==> config.mk <==
export PLATFORM = sky130hd
export DESIGN_NAME = uart_tx
export DESIGN_NICKNAME = d
export VERILOG_FILES = /design/src/rtl/uart_tx.sv
export SDC_FILE = /design/constraint.sdc
export NUM_CORES = 1
export LEC_CHECK = 0
export CAP_MARGIN = 25
export CORE_MARGIN = 2
export CORE_UTILIZATION = 55
export DETAILED_ROUTE_END_ITERATION = 6
export PLACE_DENSITY = 0.78
export SYNTH_ARGS = -nofsm -noshare
export SYNTH_HDL_FRONTEND = slang
export SYNTH_SLANG_ARGS = --single-unit
==> constraint.sdc <==
create_clock -name clk_16bd -period 2.11 [get_ports clk_16bd]
set_clock_uncertainty 0.05 [all_clocks]
set_input_delay 0.422 -clock clk_16bd [delete_from_list [all_inputs] [get_ports clk_16bd]]
set_output_delay 0.422 -clock clk_16bd [all_outputs]
set_load 0.02 [all_outputs]
==> src/rtl/uart_tx.sv <==
// UART transmitter on the 16x-baud clock: one-entry holding buffer feeding a
// start / data (LSB first) / optional parity / stop serialiser.
module uart_tx #(
  parameter int DATA_BITS  = 8,
  parameter int OVERSAMPLE = 16,
  parameter int PARITY_EN  = 1,
  parameter int PARITY_ODD = 0,
  parameter int STOP_BITS  = 1
) (
  input  logic                 clk_16bd,
  input  logic                 rst,
  input  logic                 tx_valid,
  input  logic [DATA_BITS-1:0] tx_data,
  output logic                 tx_ready,
  output logic                 Tx,
  output logic                 busy,
  output logic                 frame_done
);

  localparam int TW = (OVERSAMPLE > 1) ? $clog2(OVERSAMPLE) : 1;
  localparam int BW = $clog2(DATA_BITS);
  localparam logic [TW-1:0] TICK_LAST = TW'(OVERSAMPLE - 1);
  localparam logic [BW-1:0] BIT_LAST  = BW'(DATA_BITS - 1);
  localparam logic          STOP_LAST = (STOP_BITS == 2);
  localparam logic          PAR_ODD   = (PARITY_ODD != 0);
  localparam logic          PAR_EN    = (PARITY_EN != 0);

  typedef enum logic [2:0] {
    IDLE   = 3'd0,
    START  = 3'd1,
    DATA   = 3'd2,
    PARITY = 3'd3,
    STOP   = 3'd4
  } state_t;

  state_t                 state_q, state_d;
  logic [TW-1:0]          tick_q, tick_d;
  logic [BW-1:0]          bit_q, bit_d;
  logic                   stop_q, stop_d;
  logic [DATA_BITS-1:0]   shift_q, shift_d;
  logic                   par_q, par_d;
  logic                   tx_d;
  logic                   tick_wrap;
  logic                   take;
  logic                   buf_full_q;
  logic [DATA_BITS-1:0]   buf_data_q;

  // Handshake: a byte is accepted on a rising edge where tx_valid && tx_ready.
  // tx_ready is simply "holding buffer empty", so a write can never coincide
  // with the FSM draining the buffer (drain requires it to be full).
  assign tx_ready   = !buf_full_q;
  assign busy       = (state_q != IDLE);
  assign tick_wrap  = (tick_q == TICK_LAST);
  assign frame_done = (state_q == STOP) && tick_wrap && (stop_q == STOP_LAST);

  always_ff @(posedge clk_16bd or posedge rst) begin
    if (rst) begin
      buf_full_q <= 1'b0;
      buf_data_q <= '0;
    end else if (take) begin
      buf_full_q <= 1'b0;
    end else if (tx_valid && !buf_full_q) begin
      buf_full_q <= 1'b1;
      buf_data_q <= tx_data;
    end
  end

  always_ff @(posedge clk_16bd or posedge rst) begin
    if (rst) begin
      state_q <= IDLE;
      tick_q  <= '0;
      bit_q   <= '0;
      stop_q  <= 1'b0;
      shift_q <= '0;
      par_q   <= 1'b0;
      Tx      <= 1'b1;
    end else begin
      state_q <= state_d;
      tick_q  <= tick_d;
      bit_q   <= bit_d;
      stop_q  <= stop_d;
      shift_q <= shift_d;
      par_q   <= par_d;
      Tx      <= tx_d;
    end
  end

  always_comb begin
    state_d = state_q;
    tick_d  = tick_q;
    bit_d   = bit_q;
    stop_d  = stop_q;
    shift_d = shift_q;
    par_d   = par_q;
    take    = 1'b0;

    case (state_q)
      IDLE: begin
        if (buf_full_q) begin
          take    = 1'b1;
          state_d = START;
          tick_d  = '0;
          shift_d = buf_data_q;
          par_d   = (^buf_data_q) ^ PAR_ODD;
        end
      end
      START: begin
        if (tick_wrap) begin
          tick_d  = '0;
          bit_d   = '0;
          state_d = DATA;
        end else begin
          tick_d = tick_q + 1'b1;
        end
      end
      DATA: begin
        if (tick_wrap) begin
          tick_d = '0;
          if (bit_q == BIT_LAST) begin
            stop_d  = 1'b0;
            state_d = PAR_EN ? PARITY : STOP;
          end else begin
            bit_d   = bit_q + 1'b1;
            shift_d = shift_q >> 1;
          end
        end else begin
          tick_d = tick_q + 1'b1;
        end
      end
      PARITY: begin
        if (tick_wrap) begin
          tick_d  = '0;
          stop_d  = 1'b0;
          state_d = STOP;
        end else begin
          tick_d = tick_q + 1'b1;
        end
      end
      STOP: begin
        if (tick_wrap) begin
          tick_d = '0;
          if (stop_q == STOP_LAST) begin
            // A byte waiting in the buffer starts immediately, with no idle gap.
            if (buf_full_q) begin
              take    = 1'b1;
              state_d = START;
              shift_d = buf_data_q;
              par_d   = (^buf_data_q) ^ PAR_ODD;
            end else begin
              state_d = IDLE;
            end
          end else begin
            stop_d = 1'b1;
          end
        end else begin
          tick_d = tick_q + 1'b1;
        end
      end
      default: begin
        state_d = IDLE;
        tick_d  = '0;
      end
    endcase
  end

  // Tx is registered: its next value follows the state being entered.
  always_comb begin
    tx_d = 1'b1;
    case (state_d)
      START:   tx_d = 1'b0;
      DATA:    tx_d = shift_d[0];
      PARITY:  tx_d = par_d;
      default: tx_d = 1'b1;
    endcase
  end

endmodule

==> results of run 1 <==
[power groups by stage]
stage	clock network, mW	logic (mW)	registers, mW
after global placement	0	1.02	0.999
after CTS	0.399	1.07	1.01
after global routing	0.423	1.20	1.05
final	0.391	1.09	1.01
after detailed placement	0	1.06	1.02
after floorplan	0	0.827	0.955
[area by class of cell]
cell class,instances,area (um2)
repair buffers,25,216.5
flip-flops and latches,29,728.2
inverters,7,26.28
fillers,189,749.5
well taps,30,37.54
multi-input cells,96,694.4
clock inverters,1,5.005
clock buffers,7,65.06
[routing by layer]
metal	up-vias	GRT usage	share of wire	routed length, um
met4	0	0.1259	0.033	104
met5	-	0	0	0
met1	570	0.2451	0.40	1237
met2	27	0.3844	0.53	1641
met3	11	0.07907	0.039	122
li1	544	-	-	-
[worst min-delay path: stages]
cell             delay (ns)
clkdlybuf4s50_1        0.40
inv_1                  0.05
buf_4                  0.32
[timing repair]
action | in CTS | in global routing
endpoints found under the hold margin | 0 | 0
buffers inserted | 0 | 2
endpoints found under the setup margin | 2 | 2
resized for setup | 3 | 3
[synth_stat cells (all sizes together), types with 2 or more instances]
| cell type | number | area, um2 |
|---|---|---|
| dfrtp | 28 | 700.7 |
| nand2 | 15 | 56.30 |
| o21ai | 10 | 50.04 |
| mux2 | 8 | 90.09 |
| nor2 | 8 | 30.03 |
| xnor2 | 8 | 70.07 |
| inv | 7 | 26.28 |
| a221o | 6 | 60.06 |
| a21boi | 5 | 37.54 |
| a21oi | 5 | 25.02 |
| buf | 4 | 26.27 |
| nand3 | 4 | 25.02 |
| ha | 3 | 37.54 |
| nor4 | 3 | 25.02 |
| a21o | 2 | 15.01 |
| clkbuf | 2 | 7.510 |
| nand2b | 2 | 15.02 |
| nor2b | 2 | 12.51 |
| or3b | 2 | 17.52 |
[state kept, by name, indices dropped and copies added, names as in the netlist]
signal      flops
bit_q           3
state_q         3
buf_data_q      8
par_q           1
tick_q          4
buf_full_q      1
Tx              1
shift_q         8
[stage by stage]
step	util	hold WS [ns]	power, mW	setup slack [ns]
2_1_floorplan	-	0.4003	1.783	0.1228
3_3_place_gp	0.6711	0.4216	2.014	0.1788
3_5_place_dp	0.6711	0.4314	2.077	0.09560
4_1_cts	0.6984	0.4003	2.478	0.02070
5_1_grt	0.7029	0.4454	2.669	0.02140
6_report	0.7029	0.3984	2.498	0.06392
[final timing paths]
check	from	endpoint	slack [ns]	depth (start not counted)
max reg2reg	bit_q[0]$_DFFE_PP0P_	Tx$_DFF_PP1_	0.16	6
min reg2reg	bit_q[0]$_DFFE_PP0P_	bit_q[0]$_DFFE_PP0P_	0.44	1
min	rst	shift_q[4]$_DFFE_PP0P_	0.40	3
max	state_q[1]$_DFF_PP0_	busy	0.06	2
max in group asynchronous	rst	Tx$_DFF_PP1_	1.30	3
min in group clk_16bd	bit_q[0]$_DFFE_PP0P_	bit_q[0]$_DFFE_PP0P_	0.44	1
[kinds of logic (layout without fill, tap and decap cells)]
| family | after synthesis | after routing | synth area share |
|---|---|---|---|
| AND/OR/NAND/NOR | 41 | 41 | 0.1470 |
| AO/OA/AOI/OAI | 35 | 35 | 0.1816 |
| flip-flops | 29 | 29 | 0.4907 |
| buffers and inverters | 13 | 40 | 0.04054 |
| multiplexers | 9 | 9 | 0.06757 |
| XOR/XNOR | 8 | 8 | 0.04730 |
| adder cells (fa/ha/maj) | 3 | 3 | 0.02534 |
==> results.txt, run 1 <==
initial cell density of the core: 0.5873
switching power total: 929.6 uW
pin count of the biggest net entering global routing: 30
design area: 1773 um2
number of flops mapped to enable cells by yosys: 0
combinational power share: 0.438
max incr delay on CP: 0.46 ns
Post-CTS Hold Fix Bufs: 0
Fin. Hold Viols: 0
sequential share of power: 0.405
via count: 1,152
GR Overflow Total: 0
crit path cell chain: or3_1 -> dlygate4sd2_1
CTS Buf Count: 5
crit-path leading delay family: flip-flops
Worst setup SP type: flop
slowest CP cell: dfrtp_2
Iter 0 DRT Violations: 17
peak supply drop: 1016 uV
Placer Congestion: 0.8237
sequential element share of the synthesized area: 0.4907
die height: 55.90 um
Int Pwr: 1.569 mW
sw frac: 0.3721
IO Pins: 15
commonest cells after routing, fill and taps aside: dfrtp_1 (27), nand2_1 (15), clkdlybuf4s50_1 (12)
vias in the first global route: 1,196
CTS tree: built
worst-margin pin slew: 0.3788 ns
DP Area: 1693 um2
min-delay worst type: in2async
WS Path Type: reg2out
PD cells: 1409 nW/um2
drt pass-1 iters: 4
htree depth: 2
synthesis-stage register bit count: 29
clock share of power: 0.157
Max Root-Sink Buffers: 2
overall routing resource usage: 0.2262
pins over their slew limit: 0
Most used DFF post-synth: dfrtp_1
Finished Layout Cells: 195
Mapped Nets: 152
Buf/Inv on CP: 1
Critical Path Sink Type: output port
max cap viols: 0
peak fanout along the critical path: 7
die outline width: 55.90 um
asr flop ratio synth: 1.000
slew margin rel.: 0.7402
clock latency on the worst-skew pair: 0.34 ns
placed cell count: 185
Layout area overhead: 19.68%
Layout Nets: 178
post-route setup TNS: 0 ns
RSZ-0062 raised after global routing: no
Reg clk slew, reported paths: 0.10 ns
proportion of layout cells with a drive suffix above 1: 0.2182
clk sink count: 29
FMAX: 488.7 MHz
CTS Root Cell: clkbuf_4
run status: complete, no violations
final-report setup violation count: 0
area of the core: 2522 um2
Leak: 0.7746 nW
post-synthesis cell area: 1481 um2
post-route ant nets: 0
port bufs: 14
# DRC: 0
final wirelength: 3105 um
Rows: 18
Synth warnings: 0
vias per inst: 5.908
critical path data arrival time: 1.57 ns
routed len/inst: 15.92 um
minimum clock period after layout: 2.046 ns
first-pass GRT wire length: 5299 um
initial antenna violation count: 0
commonest non-fill, non-tap cell in the layout: dfrtp_1
dpl hpwl: 2196 um
# diodes: 0
Avg Cell Area, Syn: 10.73 um2
CP Data Required Time: 1.64 ns
die area: 3125 um2
Syn Inst Count: 138
fin crit share: 0.9697
Distinct cells, synth: 39
No activity file was read; power rests on OpenSTA's default activity.
==> run 2: changes to the inputs <==
Settings changed: CORE_UTILIZATION 55 to 50, PLACE_DENSITY 0.78 to 0.72.
==> run 2 against run 1 <==
  * Cell count unchanged
  * Utilization decreased by 5.4 points
  * Global-route usage down 2.5 points
  * Non-clock buffer count shrank 1
  * Sequential power about the same
  * Maximum frequency up 0.39%
  * First-iteration DRC count rose by 140%
  * Routed wire length decreased by 5.5%
  * Clock-buffer cell count fell by 2
  * Register-to-register slack about the same
  * Worst hold slack lost 0.0076 ns
  * Critical endpoint unchanged
  * Largest power group unchanged
  * Highest routed layer unchanged
==> results.txt, run 2 (synthesis results as in run 1) <==
first-pass GRT wire length: 5064 um (-4.4%)
Max Root-Sink Buffers: 2 (unchanged)
initial antenna violation count: 0 (unchanged)
Iter 0 DRT Violations: 40 (+23)
final-report setup violation count: 0 (unchanged)
Finished Layout Cells: 195 (unchanged)
peak fanout along the critical path: 7 (unchanged)
via count: 1,114 (-3.3%)
Fillers: 222 (+17%)
port bufs: 14 (unchanged)
worst-margin pin slew: 0.3660 ns (-0.01277 ns)
clock latency on the worst-skew pair: 0.33 ns (about the same)
peak supply drop: 1162 uV (+14%)
GR Overflow Total: 0 (unchanged)
htree depth: 2 (unchanged)
run status: complete, no violations
routed len/inst: 15.05 um (-5.5%)
Int Pwr: 1.736 mW (+11%)
switching power total: 897.8 uW (-3.4%)
PD cells: 1460 nW/um2 (+3.6%)
Final Total Pwr: 2.634 mW (+5.4%)
# DRC: 0 (unchanged)
# diodes: 0 (unchanged)
overall routing resource usage: 0.2009 (-0.02524)
commonest cells after routing, fill and taps aside: dfrtp_1 (27), nand2_1 (15), clkdlybuf4s50_1 (12)
combinational power share: 0.398 (-0.040)
pins over their slew limit: 0 (unchanged)
CTS Buf Count: 5 (unchanged)
dpl hpwl: 2103 um (-4.3%)
fin crit share: 0.9660 (-0.003753)
Levels on crit path: 2 (unchanged)
RSZ-0062 raised after global routing: no
final wirelength: 2934 um (-5.5%)
slowest CP cell: dfrtp_1
Layout area overhead: 21.79%
die height: 58.43 um (+4.5%)
clock share of power: 0.218 (+0.061)
FMAX: 490.6 MHz (+0.39%)
CTS Root Cell: clkbuf_4
post-route setup TNS: 0 ns (unchanged)
die area: 3414 um2 (+9.3%)
Layout Nets: 177 (-0.56%)
placed cell count: 186 (+0.54%)
R2R setup slack: 0.16 ns (about the same)
IO Pins: 15 (unchanged)
WS Path Type: reg2out
CTS tree: built
CP Data Required Time: 1.64 ns (about the same)
proportion of layout cells with a drive suffix above 1: 0.2195 (+0.001330)
Worst setup SP type: flop
slew margin rel.: 0.7560 (+0.01574)
max cap viols: 0 (unchanged)
critical path data arrival time: 1.57 ns (about the same)
die outline width: 58.43 um (+4.5%)
Placer Congestion: 0.7897 (-4.1%)
min-delay worst type: in2async
area of the core: 2781 um2 (+10%)
Buf/Inv on CP: 1 (unchanged)
minimum clock period after layout: 2.038 ns (-0.007920 ns)
Critical Path Sink: busy
max incr delay on CP: 0.47 ns (about the same)
Critical Path Sink Type: output port
pin count of the biggest net entering global routing: 30 (unchanged)
Reg clk slew, reported paths: 0.10 ns (about the same)
sequential share of power: 0.384 (-0.021)
vias in the first global route: 1,127 (-5.8%)
worst r2r src: bit_q[0]$_DFFE_PP0P_
crit path from: state_q[1]$_DFF_PP0_
Fin. Hold Viols: 0 (unchanged)
reg2reg end: Tx$_DFF_PP1_
drt pass-1 iters: 4 (unchanged)
Rows: 19 (+1)
post-route ant nets: 0 (unchanged)
Leak: 0.7862 nW (+1.5%)
crit path cell chain: or3_4 -> dlygate4sd2_1
initial cell density of the core: 0.5326 (-0.05469)
crit-path leading delay family: flip-flops
vias per inst: 5.713 (-3.3%)
sw frac: 0.3408 (-0.03129)
Hold Worst Slack: 0.3908 ns (-0.007646 ns)
clk sink count: 29 (unchanged)
commonest non-fill, non-tap cell in the layout: dfrtp_1
largest registers: buf_data_q x8, shift_q x8, tick_q x4
cells on worst reg2reg path: 6 (unchanged)
run 2: changes by cell type in the layout (fill, tap and decap cells not counted):
cell	previous run	this run
buf_4	11	10
or3_4	0	1
clkbuf_8	2	0
bufinv_16	0	2
or3_1	1	0
run 2: metrics by stage:
stage | instance area [um2] | worst slack (ns) | utilization
after floorplan | 1481 | 0.1228 | -
after global placement | 1694 | 0.1014 | 0.6091
after detailed placement | 1694 | 0.05387 | 0.6091
after CTS | 1795 | 0.002902 | 0.6455
after global routing | 1804 | 0.01779 | 0.6487
final | 1804 | 0.07184 | 0.6487
run 2: worst reg2reg max path: stages, from the launching register on:
cell      delay, ns
dfrtp_1        0.41
ha_1           0.22
ha_1           0.27
o41ai_4        0.33
buf_4          0.20
o221ai_2       0.10
mux2_1         0.30
run 2: per-layer routing:
layer  vias to the layer above  part of all wire  global-route usage
met3                         4             0.039             0.05934
met5                         -                 0                   0
li1                        547                 -                   -
met1                       541              0.43              0.2333
met2                        22              0.51              0.3467
met4                         0             0.014             0.07973
run 2: how the worst min path moves through the flow:
stage | endpoint | slack [ns] | cells past startpoint
2_1_floorplan | bit_q[0]$_DFFE_PP0P_ | 0.40 | 1
3_3_place_gp | bit_q[2]$_DFFE_PP0P_ | 0.42 | 2
3_5_place_dp | bit_q[0]$_DFFE_PP0P_ | 0.44 | 1
4_1_cts | buf_data_q[0]$_DFFE_PP0P_ | 0.40 | 3
5_1_grt | buf_data_q[0]$_DFFE_PP0P_ | 0.41 | 3
6_report | shift_q[0]$_DFF_PP0_ | 0.39 | 3
run 2: power groups by stage:
| stage | combinational (mW) | clock (mW) | sequential, mW |
|---|---|---|---|
| 6_report | 1.05 | 0.575 | 1.01 |
| 3_5_place_dp | 1.04 | 0 | 1.02 |
| 3_3_place_gp | 1.01 | 0 | 1.00 |
| 5_1_grt | 1.18 | 0.603 | 1.04 |
| 2_1_floorplan | 0.827 | 0 | 0.955 |
| 4_1_cts | 1.04 | 0.585 | 1.01 |
run 2: timing repair:
item	CTS	global route
hold buffers	0	0
pin swaps	0	1
endpoints found under the setup margin	2	9
resized for setup	5	2
setup buffers	0	1
run 2: final cells by class:
cell class	instances	area [um2]	area share
sequential	29	728.2	0.4036
multi-input combinational	96	699.4	0.3877
timing repair buffer	24	209.0	0.1158
clock inverter	3	65.06	0.03606
tap	31	38.79	0.02150
clock buffer	5	37.54	0.02080
inverter	7	26.28	0.01456
==> run 3: changes to the inputs <==
Settings changed: CTS_BUF_LIST from default to sky130_fd_sc_hd__clkbuf_8 sky130_fd_sc_hd__clkbuf_16, PLACE_DENSITY 0.72 to default, PLACE_DENSITY_LB_ADDON from default to 0.3.
==> run 3 against run 2 <==
  * Global-route usage down 0.29 points
  * Non-clock buffer count shrank 1
  * Critical path depth is 2 higher
  * Routed wire length is 3.2% lower
  * Maximum frequency up 0.47%
  * Cell count shrank 0.51%
  * Largest cell class unchanged
  * Highest routed layer unchanged
==> results.txt, run 3 (synthesis results as in run 1) <==
post-route setup TNS: 0 ns (unchanged)
sw frac: 0.3433 (+0.002454)
CTS Buf Count: 5 (unchanged)
IO Pins: 15 (unchanged)
final-report setup violation count: 0 (unchanged)
min-delay worst type: reg2reg
critical path data arrival time: 1.56 ns (about the same)
die height: 58.43 um (unchanged)
PD cells: 1463 nW/um2 (+0.19%)
routed len/inst: 14.64 um (-2.7%)
worst-margin pin slew: 0.5108 ns (+0.1447 ns)
Int Pwr: 1.738 mW (about the same)
initial antenna violation count: 0 (unchanged)
CP Data Required Time: 1.64 ns (about the same)
Reg clk slew, reported paths: 0.06 ns (-0.04 ns)
Layout Nets: 176 (-0.56%)
clock latency on the worst-skew pair: 0.28 ns (-0.05 ns)
Critical Path Sink Type: output port
peak fanout along the critical path: 5 (-2)
clk sink count: 29 (unchanged)
# DRC: 0 (unchanged)
pins over their slew limit: 0 (unchanged)
setup slack at placement: 0.07544 ns (+0.02157 ns)
run status: complete, no violations
overall routing resource usage: 0.1980 (-0.002894)
Rows: 19 (unchanged)
WS Path Type: reg2out
Post-CTS Setup Bufs: 0 (unchanged)
largest registers: buf_data_q x8, shift_q x8, tick_q x4
clock share of power: 0.224 (+0.006)
vias per inst: 5.804 (+1.6%)
design area: 1809 um2 (+0.28%)
Leak: 0.7867 nW (about the same)
RSZ-0062 raised after global routing: no
area of the core: 2781 um2 (unchanged)
sequential share of power: 0.382 (-0.002)
Layout area overhead: 22.13%
die outline width: 58.43 um (unchanged)
first-pass GRT wire length: 4974 um (-1.8%)
Fin. Hold Viols: 0 (unchanged)
commonest non-fill, non-tap cell in the layout: dfrtp_1
crit-path leading delay family: flip-flops
max incr delay on CP: 0.41 ns (-0.06 ns)
minimum clock period after layout: 2.029 ns (-0.009526 ns)
Worst setup SP type: flop
Fillers: 217 (-2.3%)
switching power total: 908.6 uW (+1.2%)
Placer Congestion: 0.7838 (-0.75%)
GR Overflow Total: 0 (unchanged)
slew margin rel.: 0.6583 (-0.09764)
DP Area: 1694 um2 (unchanged)
pin count of the biggest net entering global routing: 30 (unchanged)
commonest cells after routing, fill and taps aside: dfrtp_1 (28), nand2_1 (15), clkdlybuf4s50_1 (12)
peak supply drop: 1013 uV (-13%)
drt pass-1 iters: 4 (unchanged)
final wirelength: 2841 um (-3.2%)
CTS Root Cell: clkbuf_8
final worst slack: 0.08137 ns (+0.009526 ns)
max cap viols: 0 (unchanged)
combinational power share: 0.394 (-0.004)
proportion of layout cells with a drive suffix above 1: 0.1902 (-0.02933)
Buf/Inv on CP: 1 (unchanged)
vias in the first global route: 1,112 (-1.3%)
FMAX: 492.9 MHz (+0.47%)
via count: 1,126 (+1.1%)
htree depth: 2 (unchanged)
Max Root-Sink Buffers: 2 (unchanged)
post-route ant nets: 0 (unchanged)
die area: 3414 um2 (unchanged)
CTS tree: built
crit path cell chain: ha_1 -> nand3_2 -> nor4_1 -> clkdlybuf4s15_1
initial cell density of the core: 0.5326 (unchanged)
dpl hpwl: 2015 um (-4.2%)
port bufs: 14 (unchanged)
slowest CP cell: dfrtp_1
fin crit share: 0.9614 (-0.004515)
Iter 0 DRT Violations: 37 (-7.5%)
Hold Worst Slack: 0.4346 ns (+0.04378 ns)
# diodes: 0 (unchanged)
-- run 3: layout make-up --
| type | count | area [um2] | share of cell area |
|---|---|---|---|
| repair buffers | 23 | 206.4 | 0.1141 |
| inverters | 7 | 26.28 | 0.01452 |
| multi-input cells | 96 | 694.4 | 0.3838 |
| clock inverters | 2 | 33.78 | 0.01867 |
| flip-flops and latches | 29 | 726.9 | 0.4018 |
| well taps | 31 | 38.79 | 0.02144 |
| clock buffers | 6 | 82.58 | 0.04564 |
-- run 3: repair_timing --
item / in CTS / in global routing
setup endpoints to repair: 2 / 1
resized for setup: 2 / 1
hold buffers: 0 / 0
-- run 3: through the flow --
stage,std cells,power (mW),util
floorplan,138,1.783,-
global route,194,2.834,0.6505
CTS,194,2.666,0.6500
finish,194,2.647,0.6505
detailed placement,186,2.067,0.6091
global placement,186,2.011,0.6091
-- run 3: final timing paths --
path | start | endpoint | slack, ns | cells past startpoint
max reg2reg | bit_q[0]$_DFFE_PP0P_ | shift_q[4]$_DFFE_PP0P_ | 0.08 | 5
min reg2reg | bit_q[0]$_DFFE_PP0P_ | bit_q[0]$_DFFE_PP0P_ | 0.43 | 1
max in group asynchronous | rst | Tx$_DFF_PP1_ | 1.24 | 3
min | bit_q[0]$_DFFE_PP0P_ | bit_q[0]$_DFFE_PP0P_ | 0.43 | 1
min in group asynchronous | rst | buf_data_q[6]$_DFFE_PP0P_ | 0.45 | 3
max | tick_q[0]$_DFFE_PP0P_ | frame_done | 0.08 | 4
-- run 3: power by group through the flow --
stage                     combinational, mW  sequential, mW  clock [mW]
after detailed placement               1.05            1.01           0
after floorplan                       0.827           0.955           0
after global placement                 1.01            1.00           0
after CTS                              1.05            1.01       0.607
final                                  1.04            1.01       0.594
after global routing                   1.17            1.04       0.626
-- run 3: per-layer routing --
layer  vias up  wire [um]  global-route usage
li1        547          -                   -
met1       547       1284              0.2418
met2        27       1362              0.3178
met3         5        126             0.05275
met4         0         67              0.1096
met5         -          0                   0
